==> config.mk <==
export PLATFORM = sky130hd
export DESIGN_NAME = famicom_joypad
export DESIGN_NICKNAME = d
export VERILOG_FILES = /design/src/rtl/famicom_joypad.sv
export SDC_FILE = /design/constraint.sdc
export NUM_CORES = 1
export LEC_CHECK = 0
export ABC_AREA = 1
export ABC_CLOCK_PERIOD_IN_PS = 2700
export CAP_MARGIN = 10
export CORE_MARGIN = 5
export CORE_UTILIZATION = 59
export CTS_BUF_LIST = sky130_fd_sc_hd__clkbuf_4 sky130_fd_sc_hd__clkbuf_8 sky130_fd_sc_hd__clkbuf_16
export DETAILED_ROUTE_END_ITERATION = 8
export PLACE_DENSITY = 0.9
export SKIP_LAST_GASP = 1
export SLEW_MARGIN = 10
export SYNTH_ARGS = -nofsm -noshare
export SYNTH_HDL_FRONTEND = slang
export SYNTH_SLANG_ARGS = --single-unit
export TNS_END_PERCENT = 50
==> constraint.sdc <==
create_clock -name CLK -period 2.7 [get_ports CLK]
set_input_delay 0.405 -clock CLK [delete_from_list [all_inputs] [get_ports CLK]]
set_output_delay 0.405 -clock CLK [all_outputs]
set_load 0.02 [all_outputs]
==> src/rtl/famicom_joypad.sv <==
// famicom_joypad: 4021-style serial pad responder for the Famicom/NES port.
// The CPU's latch strobe (OUT_0) loads the button state and each rising edge
// of the port read strobe (CUP) shifts one bit onto DOUT, which is active-low
// (0 = pressed). Buttons are debounced, and A/B can optionally run in turbo.
//
// Strobe protocol: OUT_0 high means load (parallel, every clock, and CUP is
// ignored). OUT_0 low means shift: every CUP low->high transition moves the
// next bit onto DOUT. Both strobes are asynchronous. They are seen two clocks
// late and act on the third rising CLK edge after the pin change.
module famicom_joypad #(
  parameter int DEB_DIV   = 65536,
  parameter int TURBO_DIV = 357955
) (
  input  logic       CLK,
  input  logic       RST,
  input  logic       OUT_0,
  input  logic       CUP,
  input  logic [7:0] BTN,
  input  logic       TURBO_A,
  input  logic       TURBO_B,
  output logic       DOUT,
  output logic [3:0] BITCNT
);

  localparam int DEB_W   = (DEB_DIV > 1) ? $clog2(DEB_DIV) : 1;
  localparam int TURBO_W = (TURBO_DIV > 1) ? $clog2(TURBO_DIV) : 1;
  localparam logic [DEB_W-1:0]   DEB_LAST   = DEB_W'(DEB_DIV - 1);
  localparam logic [TURBO_W-1:0] TURBO_LAST = TURBO_W'(TURBO_DIV - 1);

  logic               out0_s1, out0_s2;
  logic               cup_s1, cup_s2, cup_prev;
  logic               cup_rise;
  logic [DEB_W-1:0]   deb_cnt;
  logic [TURBO_W-1:0] turbo_cnt;
  logic [7:0]         samp;
  logic [7:0]         db;
  logic [7:0]         same;
  logic               tph;
  logic [7:0]         eff;
  logic [7:0]         sr;
  logic [3:0]         bit_cnt;

  // Two-flop synchronizers for both strobes, plus a history flop on CUP for
  // rising-edge detection. CUP idles high, so its chain resets to 1 and a
  // spurious edge is not seen after reset.
  always_ff @(posedge CLK or posedge RST) begin
    if (RST) begin
      out0_s1  <= 1'b0;
      out0_s2  <= 1'b0;
      cup_s1   <= 1'b1;
      cup_s2   <= 1'b1;
      cup_prev <= 1'b1;
    end else begin
      out0_s1  <= OUT_0;
      out0_s2  <= out0_s1;
      cup_s1   <= CUP;
      cup_s2   <= cup_s1;
      cup_prev <= cup_s2;
    end
  end

  assign cup_rise = cup_s2 & ~cup_prev;

  // Bits whose new sample agrees with the previous sample are accepted.
  assign same = ~(BTN ^ samp);

  // Debounce: sample BTN every DEB_DIV clocks; a bit is accepted only after
  // two consecutive samples agree.
  always_ff @(posedge CLK or posedge RST) begin
    if (RST) begin
      deb_cnt <= '0;
      samp    <= 8'h00;
      db      <= 8'h00;
    end else if (deb_cnt == DEB_LAST) begin
      deb_cnt <= '0;
      samp    <= BTN;
      db      <= (BTN & same) | (db & ~same);
    end else begin
      deb_cnt <= deb_cnt + DEB_W'(1);
    end
  end

  // Turbo phase: toggles every TURBO_DIV clocks, giving a 2*TURBO_DIV period.
  always_ff @(posedge CLK or posedge RST) begin
    if (RST) begin
      turbo_cnt <= '0;
      tph       <= 1'b1;
    end else if (turbo_cnt == TURBO_LAST) begin
      turbo_cnt <= '0;
      tph       <= ~tph;
    end else begin
      turbo_cnt <= turbo_cnt + TURBO_W'(1);
    end
  end

  // Effective button state: A and B are gated by the turbo phase when enabled.
  assign eff = {db[7:2],
                db[1] & (~TURBO_B | tph),
                db[0] & (~TURBO_A | tph)};

  // Shift register: load has priority over shift; after eight shifts zeros
  // fill in, so the CPU reads 1s like a stock pad. Holds between edges.
  always_ff @(posedge CLK or posedge RST) begin
    if (RST) begin
      sr      <= 8'hFF;
      bit_cnt <= 4'd0;
    end else if (out0_s2) begin
      sr      <= ~eff;
      bit_cnt <= 4'd0;
    end else if (cup_rise) begin
      sr      <= {1'b0, sr[7:1]};
      if (bit_cnt != 4'd8) begin
        bit_cnt <= bit_cnt + 4'd1;
      end
    end
  end

  assign DOUT   = sr[0];
  assign BITCNT = bit_cnt;

endmodule
==> results.md <==
- The share of the synthesized netlist area taken by xor and xnor gates is 6.713%.
- The fraction of post-synthesis cell area in the top cell type by area is 42.05%.
- The simple-gate share of the synthesized area is 26.82%.
- For met2 alone, demand over resource in global routing was 34.68%.
- Data arrives at the worst endpoint at 1.48 ns.
- The number of design rule violations left after detail routing is 0.
- The post-detailed-placement half-perimeter wirelength is 4729 um.
- Including well taps, the total number of placed cells is 492.
- Of the cells placed in the final design, the portion with a size suffix greater than 1 is 12.39%.
- The final number of hold-violating endpoints is 0.
- The Yosys step of the flow raised 0 warnings.
- CTS saw 69 sinks.
- The clock tree from TritonCTS is built.
- STA classifies the critical path endpoint as a primary output.
- For this run the aggregate overflow at the end of global routing stands at 0.
- The count of distinct cell types in the synthesized netlist is 28.
- In this run the number of H-tree levels came out at 3.
- The met3 track utilization from global routing is 6.436%.
- By area, the combinational part of the netlist is dominated by simple AND/OR/NAND/NOR gates.
- The number of failing setup endpoints in the final timing report is 0.
- In this run the clock root is driven by a sky130_fd_sc_hd__clkbuf_8.
- The buffering stage count on the worst path with inverters included is 1.
- In the global route stage, overall resource usage came out at 20.41%.
- The number of antenna violations at the first check in global routing is 0.
- In this run the horizontal extent of the chip is 85.83 um.
- After layout, the worst path uses 69.71% of the clock period.
- Port buffering added 18 buffers.
- The top cell type by total area after synthesis is sky130_fd_sc_hd__dfrtp_1.
- The total negative slack for setup checks is 0 ns.
- Clock latency on the worst-skew pair, taken at its later pin, is 0.34 ns.
- Of the post-synthesis cell area, the part taken by muxes is 0%.
- In this run, synthesis produced a sequential element count of 69.
- The floorplan die area is 0.007366 mm2.
- The wire length of the first global-routing pass is 11870 um.
- The total via count in the routed design is 2675.
- The adder-cell share of the synthesized area is 1.844%.
- A synthesized cell averages 8.375 um2.
- The total area inside the core boundary comes to 0.005540 mm2.
- The critical path goes through clkdlybuf4s50_1.
- The count of nets left with antenna violations once routing finished came out at 0.
- The worst-case clock skew is 0.01007 ns.
- The number of global-route vias before repair is 2706.
- The count of pins over their slew limit is 0.
- The hold slack is 0.3577 ns.
- The layout has 416 filler cells.
- The standby leakage power is 1.771 nW.
- The flow ran to the end, and the final reports show no timing, DRC or antenna violations.
- The routed wire length is 6732 um.
- The post-CTS repair timing setup buffer count is 0.
- Sorting the synthesized cells by area gives the leading types as sky130_fd_sc_hd__dfrtp_1, sky130_fd_sc_hd__nand2_1, sky130_fd_sc_hd__dfstp_2.
- The maximum number of pins on one net before global-route repair is 70.
- The largest voltage drop on the vdd net is 0.4487 mV.
- The count of antenna diodes in the layout is 0.
- The height of the die is 85.83 um.
- The detailed-route wire length per cell is 13.25 um.
- Clock tree synthesis inserted a total of 9 buffers.
- The gate count of the mapped netlist is 405.
- The path type of the worst min-delay path is reg -> reg.
- The area fraction in compound gates after synthesis is 7.082%.
- The met1 global-route usage is 23.84%.
- The family with the most delay on the worst path is buffers and inverters.
- On the critical path, the stage with the largest delay is an instance of sky130_fd_sc_hd__clkdlybuf4s50_1.
- The layer flagged by global routing as most heavily used is met2.
- Leaving out fill and tap cells, the most frequent cells in the layout are sky130_fd_sc_hd__nand2_1, sky130_fd_sc_hd__nor2_1, sky130_fd_sc_hd__dfrtp_1.
- In the routed layout, each cell is associated on average with a via count of 5.266.
- The final-stage net count is 450.
- The number of I/O pins is 19.
- The delay contributed by the slowest stage of the critical path is 0.60 ns.
- Buffers inserted to repair hold after CTS numbered 0.
- Max-cap violations in this run came to 0.
- The setup path with the least slack is of type reg -> out.
- The portion of the post-synthesis area used by sequential elements is 51.35%.
- At the end of routability-driven placement, the weighted congestion stood at 0.8460.
- The layout overhead on the synthesized area is 13.83%.
- The final standard cell count with taps included and fillers excluded is 508.
- The required time at the endpoint of the critical path is 2.30 ns.
- The number of violations reported at the end of detailed-routing iteration 0 is 143.
- The number of nets handed over by synthesis was 424.
- Clock-pin slew was measured on the worst setup and hold paths at 0.08 ns.
- Static timing analysis puts the maximum clock frequency at 531.3 MHz.
- Summing every instance area after synthesis gives 0.003392 mm2.
- The clock passes through at most 2 buffers.
- The post-layout utilization of the core is 69.69%.
- The power per unit of standard cell area is 537.3 mW/mm2.
- In this run the worst path has a maximum fanout of 2.
- The first detailed-routing pass took 4 iterations.
- The critical path startpoint category is a flip-flop.
- Gates resized during post-CTS repair numbered 0.
- Setup repair after global routing left no endpoint under its margin.
- Measured against its own limit, the worst slew margin works out to 52.41%.
- The clock period could shrink to 1.882 ns.
- At the pin with the least slew margin, the transition time is 0.7112 ns.
- The floorplan has 27 rows.
- The initial core utilization is 61.22%.
- The library cell used most frequently in the layout, excluding fill and tap cells, is sky130_fd_sc_hd__nand2_1.
==> metal layers <==
metal  vias up  routed length (um)
li1       1325                   -
met1      1272                2865
met2        61                3388
met3        17                 344
met4         0                 133
met5         -                   0
==> worst paths after layout <==
kind | from | end | slack, ns | cells after the start
max in group asynchronous | RST | sr[0] | 1.94 | 3
min reg2reg | cup_s1 | cup_s2 | 0.36 | 0
max reg2reg | deb_cnt[0] | samp[6] | 0.88 | 8
min | cup_s1 | cup_s2 | 0.36 | 0
min in group asynchronous | RST | turbo_cnt[0] | 0.45 | 3
max | sr[0] | DOUT | 0.82 | 1
==> power breakdown <==
group	switching, mW	total, mW	leakage, nW	internal (mW)
combinational	0.0716	0.125	0.827	0.0536
sequential	0.0204	1.09	0.845	1.07
clock	0.405	0.862	0.0991	0.458
total	0.496	2.07	1.77	1.58
==> through the flow <==
stage	instance area, um2	total power [mW]	worst slack (ns)
2_1_floorplan	3392	1.171	0.5750
3_3_place_gp	3652	1.227	0.9746
3_5_place_dp	3652	1.231	0.9192
4_1_cts	3861	2.090	0.7971
5_1_grt	3861	2.156	0.6948
6_report	3861	2.074	0.8178
==> kinds of logic after synthesis <==
family,count (synthesis)
DFF,69
xor gates and xnor gates,26
AOI/OAI and AO/OA,41
adders and majority gates,5
buffers and inverters,52
and+or+nand+nor,212
==> area by class of cell <==
| class | instances | area, um2 | area share, % |
|---|---|---|---|
| flip-flops and latches | 69 | 1742 | 45.11 |
| multi-input cells | 284 | 1440 | 37.30 |
| repair buffers | 19 | 200.2 | 5.185 |
| inverters | 48 | 180.2 | 4.666 |
| clock buffers | 10 | 137.6 | 3.564 |
| well taps | 72 | 90.09 | 2.333 |
| clock inverters | 6 | 71.32 | 1.847 |
==> synth_stat cells (all sizes together) <==
cell,number
and2,1
ha,5
o21ai,35
nand2,105
buf,2
clkinv,1
nand3b,1
inv,47
nand3,23
o211ai,1
dfstp,12
nor2,65
xor2,12
clkbuf,2
a21oi,4
nor3,9
dfrtp,57
xnor2,14
o21bai,1
or2,1
nand4,7
No activity file was read; power rests on OpenSTA's default activity.
==> RTL edit: new RTL, same settings <==
Set the parameter `DEB_DIV` to 262144 (it was 65536).
--- a/src/rtl/famicom_joypad.sv
+++ b/src/rtl/famicom_joypad.sv
@@ -9,5 +9,5 @@
 // late and act on the third rising CLK edge after the pin change.
 module famicom_joypad #(
-  parameter int DEB_DIV   = 65536,
+  parameter int DEB_DIV   = 262144,
   parameter int TURBO_DIV = 357955
 ) (
Formal check against the unedited RTL: no difference found for any inputs over 10 cycles, from zero or initial values and one cycle with RST high; that may be too few to reach the edited logic, so the function may still have changed.
==> RTL edit against the unedited design <==
Sequential cell count increased by 2; total power up 5.7%; synthesized area increased by 5.1%; wire length increased by 7.2%; largest power group unchanged; clock power rose by 8.9%; cell area rose by 4.4%; highest routed layer unchanged; maximum frequency shrank 1.2%; worst setup slack got worse by 0.024 ns.
==> RTL edit: results (changes against the unedited design) <==
| Metric | Value |
|---|---|
| IR Drop Worst-Case VDD | `472.3 uV (+5.2%)` |
| Class of the tightest hold or removal check | `reg2reg` |
| Deepest level of the CTS H-tree | `3 (unchanged)` |
| Number of synthesized flops with an enable pin | `0 (unchanged)` |
| First-pass GRT wire length | `12250 um (+3.1%)` |
| Gp weighted congestion | `0.8744 (+3.4%)` |
| CP max-delay cell | `clkdlybuf4s50_1` |
| Top cell types by occurrence after synthesis | `nand2_1 (109), inv_1 (64), nor2_1 (63)` |
| Number of warnings printed during yosys synthesis | `0 (unchanged)` |
| Fin nets | `481 (+6.9%)` |
| Maximum number of pins on one net before global-route repair | `72 (+2.9%)` |
| Distinct cell type count after synthesis | `32 (+14%)` |
| Final antenna diode count | `0 (unchanged)` |
| Sequential cell area fraction in the yosys report | `0.5026 (-0.01083)` |
| Cell types occupying the most area after synthesis | `dfrtp_1 (41%), nand2_1 (11%), dfstp_2 (8.8%)` |
| Internal cell power | `1685 uW (+6.8%)` |
| Most used flip-flop cell after synthesis | `dfrtp_1` |
| Layout Skew | `0.01156 ns (+0.001485 ns)` |
| Clk slew on worst S/H paths | `0.08 ns (about the same)` |
| Average wire per cell in the routed design | `13.32 um (+0.49%)` |
| Crit-path max cell delay | `0.60 ns (about the same)` |
| Number of detailed-routing iterations run before antenna repair | `5 (+1)` |
| Number of buffers added for setup after CTS | `0 (unchanged)` |
| Port Buffer Count | `18 (unchanged)` |
| Post-CTS sizing | `0 (unchanged)` |
| CTS Buf Count | `9 (unchanged)` |
| Number of standard cells after synthesis | `438 (+8.1%)` |
| Result of the run | `complete, no violations` |
| Least-Margin Pin Slew | `0.5504 ns (-0.1608 ns)` |
| Antenna violations before repair | `0 (unchanged)` |
| Data arrival time of the critical path | `1.50 ns (+0.02 ns)` |
| Combinational group share of total power | `0.062 (+0.002)` |
| Leakage dissipation | `0.002010 uW (+13%)` |
| Detailed Route WL | `7218 um (+7.2%)` |
| Drt initial violations | `216 (+51%)` |
| Fillcell total | `450 (+8.2%)` |
| Post-detailed-placement half-perimeter wirelength | `4971 um (+5.1%)` |
| Vias per cell | `5.382 (+2.2%)` |
| Worst setup slack after placement | `0.9357 ns (+0.01649 ns)` |
| Proportion of register bits with asynchronous set or reset after synthesis | `1.000 (unchanged)` |
| Mapped Nets | `457 (+7.8%)` |
| Largest fanout on the critical path | `2 (unchanged)` |
| GR Util All Layers | `0.2046 (+0.0005176)` |
| Delay-heaviest family, CP | `buffers and inverters` |
| Number of instances in the placed design | `526 (+6.9%)` |
| Insertion delay of the later-clocked pin in the worst-skew pair | `0.36 ns (+0.02 ns)` |
| CTS Root Cell | `clkbuf_8` |
| Maximum clock insertion buffer count | `2 (unchanged)` |
| Fraction of final layout cells sized beyond drive strength 1 | `0.1092 (-0.01465)` |
==> RTL edit: cell types whose count changed after synthesis, moves of 3 or more <==
| cell | unedited run | this run |
|---|---|---|
| nand2_2 | 9 | 2 |
| a31oi_1 | 0 | 5 |
| nand3_1 | 23 | 34 |
| xor2_1 | 12 | 16 |
| nand4_1 | 7 | 10 |
| inv_1 | 45 | 64 |
| o21ai_1 | 6 | 2 |
| nand2_1 | 95 | 109 |
| xnor2_1 | 14 | 4 |
| o21ai_0 | 21 | 8 |
==> RTL edit: layout make-up <==
| class | count | share of cell area |
|---|---|---|
| Clock inverter | 6 | 0.02142 |
| Multi-Input combinational cell | 294 | 0.3662 |
| Sequential cell | 71 | 0.4444 |
| Timing Repair Buffer | 19 | 0.04966 |
| Tap cell | 75 | 0.02328 |
| Inverter | 67 | 0.06238 |
| Clock buffer | 10 | 0.03259 |
==> RTL edit: power by group through the flow <==
stage | Clock, uW | Combinational, uW | Sequential [uW]
2_1_floorplan | 0 | 65.3 | 1140
3_3_place_gp | 0 | 127 | 1140
3_5_place_dp | 0 | 136 | 1140
4_1_cts | 948 | 137 | 1120
5_1_grt | 992 | 150 | 1120
6_report | 939 | 135 | 1120
==> RTL edit: final timing paths <==
path | slack [ns] | to | cells after the start | startpoint
hold / removal | 0.36 | out0_s2 | 0 | out0_s1
max in group asynchronous | 1.93 | cup_s2 | 3 | RST
min in group asynchronous | 0.43 | turbo_cnt[11] | 3 | RST
setup reg to reg | 0.91 | samp[0] | 9 | deb_cnt[0]
hold reg to reg | 0.36 | out0_s2 | 0 | out0_s1
setup / recovery | 0.79 | DOUT | 1 | sr[0]
==> RTL edit: worst reg2reg max path: stages, from the launching register on <==
cell     delay, ns
dfrtp_1       0.38
ha_1          0.21
nand2_1       0.08
nor2_2        0.17
nand2_4       0.11
nor2_8        0.27
nand2_4       0.23
inv_2         0.17
nand2_1       0.06
nand2_1       0.06
==> RTL edit: cells by family after synthesis <==
family,share of synthesized area
xor gates and xnor gates,0.04914
buffers and inverters,0.08319
and+or+nand+nor,0.2917
DFF,0.5026
AOI/OAI and AO/OA,0.05581
adders and majority gates,0.01755
==> RTL edit: per-stage QoR <==
| step | instance area [um2] | hold WS [ns] |
|---|---|---|
| 6_report | 4031 | 0.3631 |
| 5_1_grt | 4031 | 0.3647 |
| 4_1_cts | 4031 | 0.3595 |
| 3_5_place_dp | 3814 | 0.3418 |
| 3_3_place_gp | 3814 | 0.3347 |
| 2_1_floorplan | 3565 | 0.3312 |
==> RTL edit: per-layer routing <==
metal / up-vias / GRT usage / wire length [um]
li1: 1412 / - / -
met1: 1372 / 0.2410 / 2936
met2: 108 / 0.3479 / 3654
met3: 25 / 0.04798 / 385
met4: 0 / 0.1060 / 241
met5: - / 0 / 0
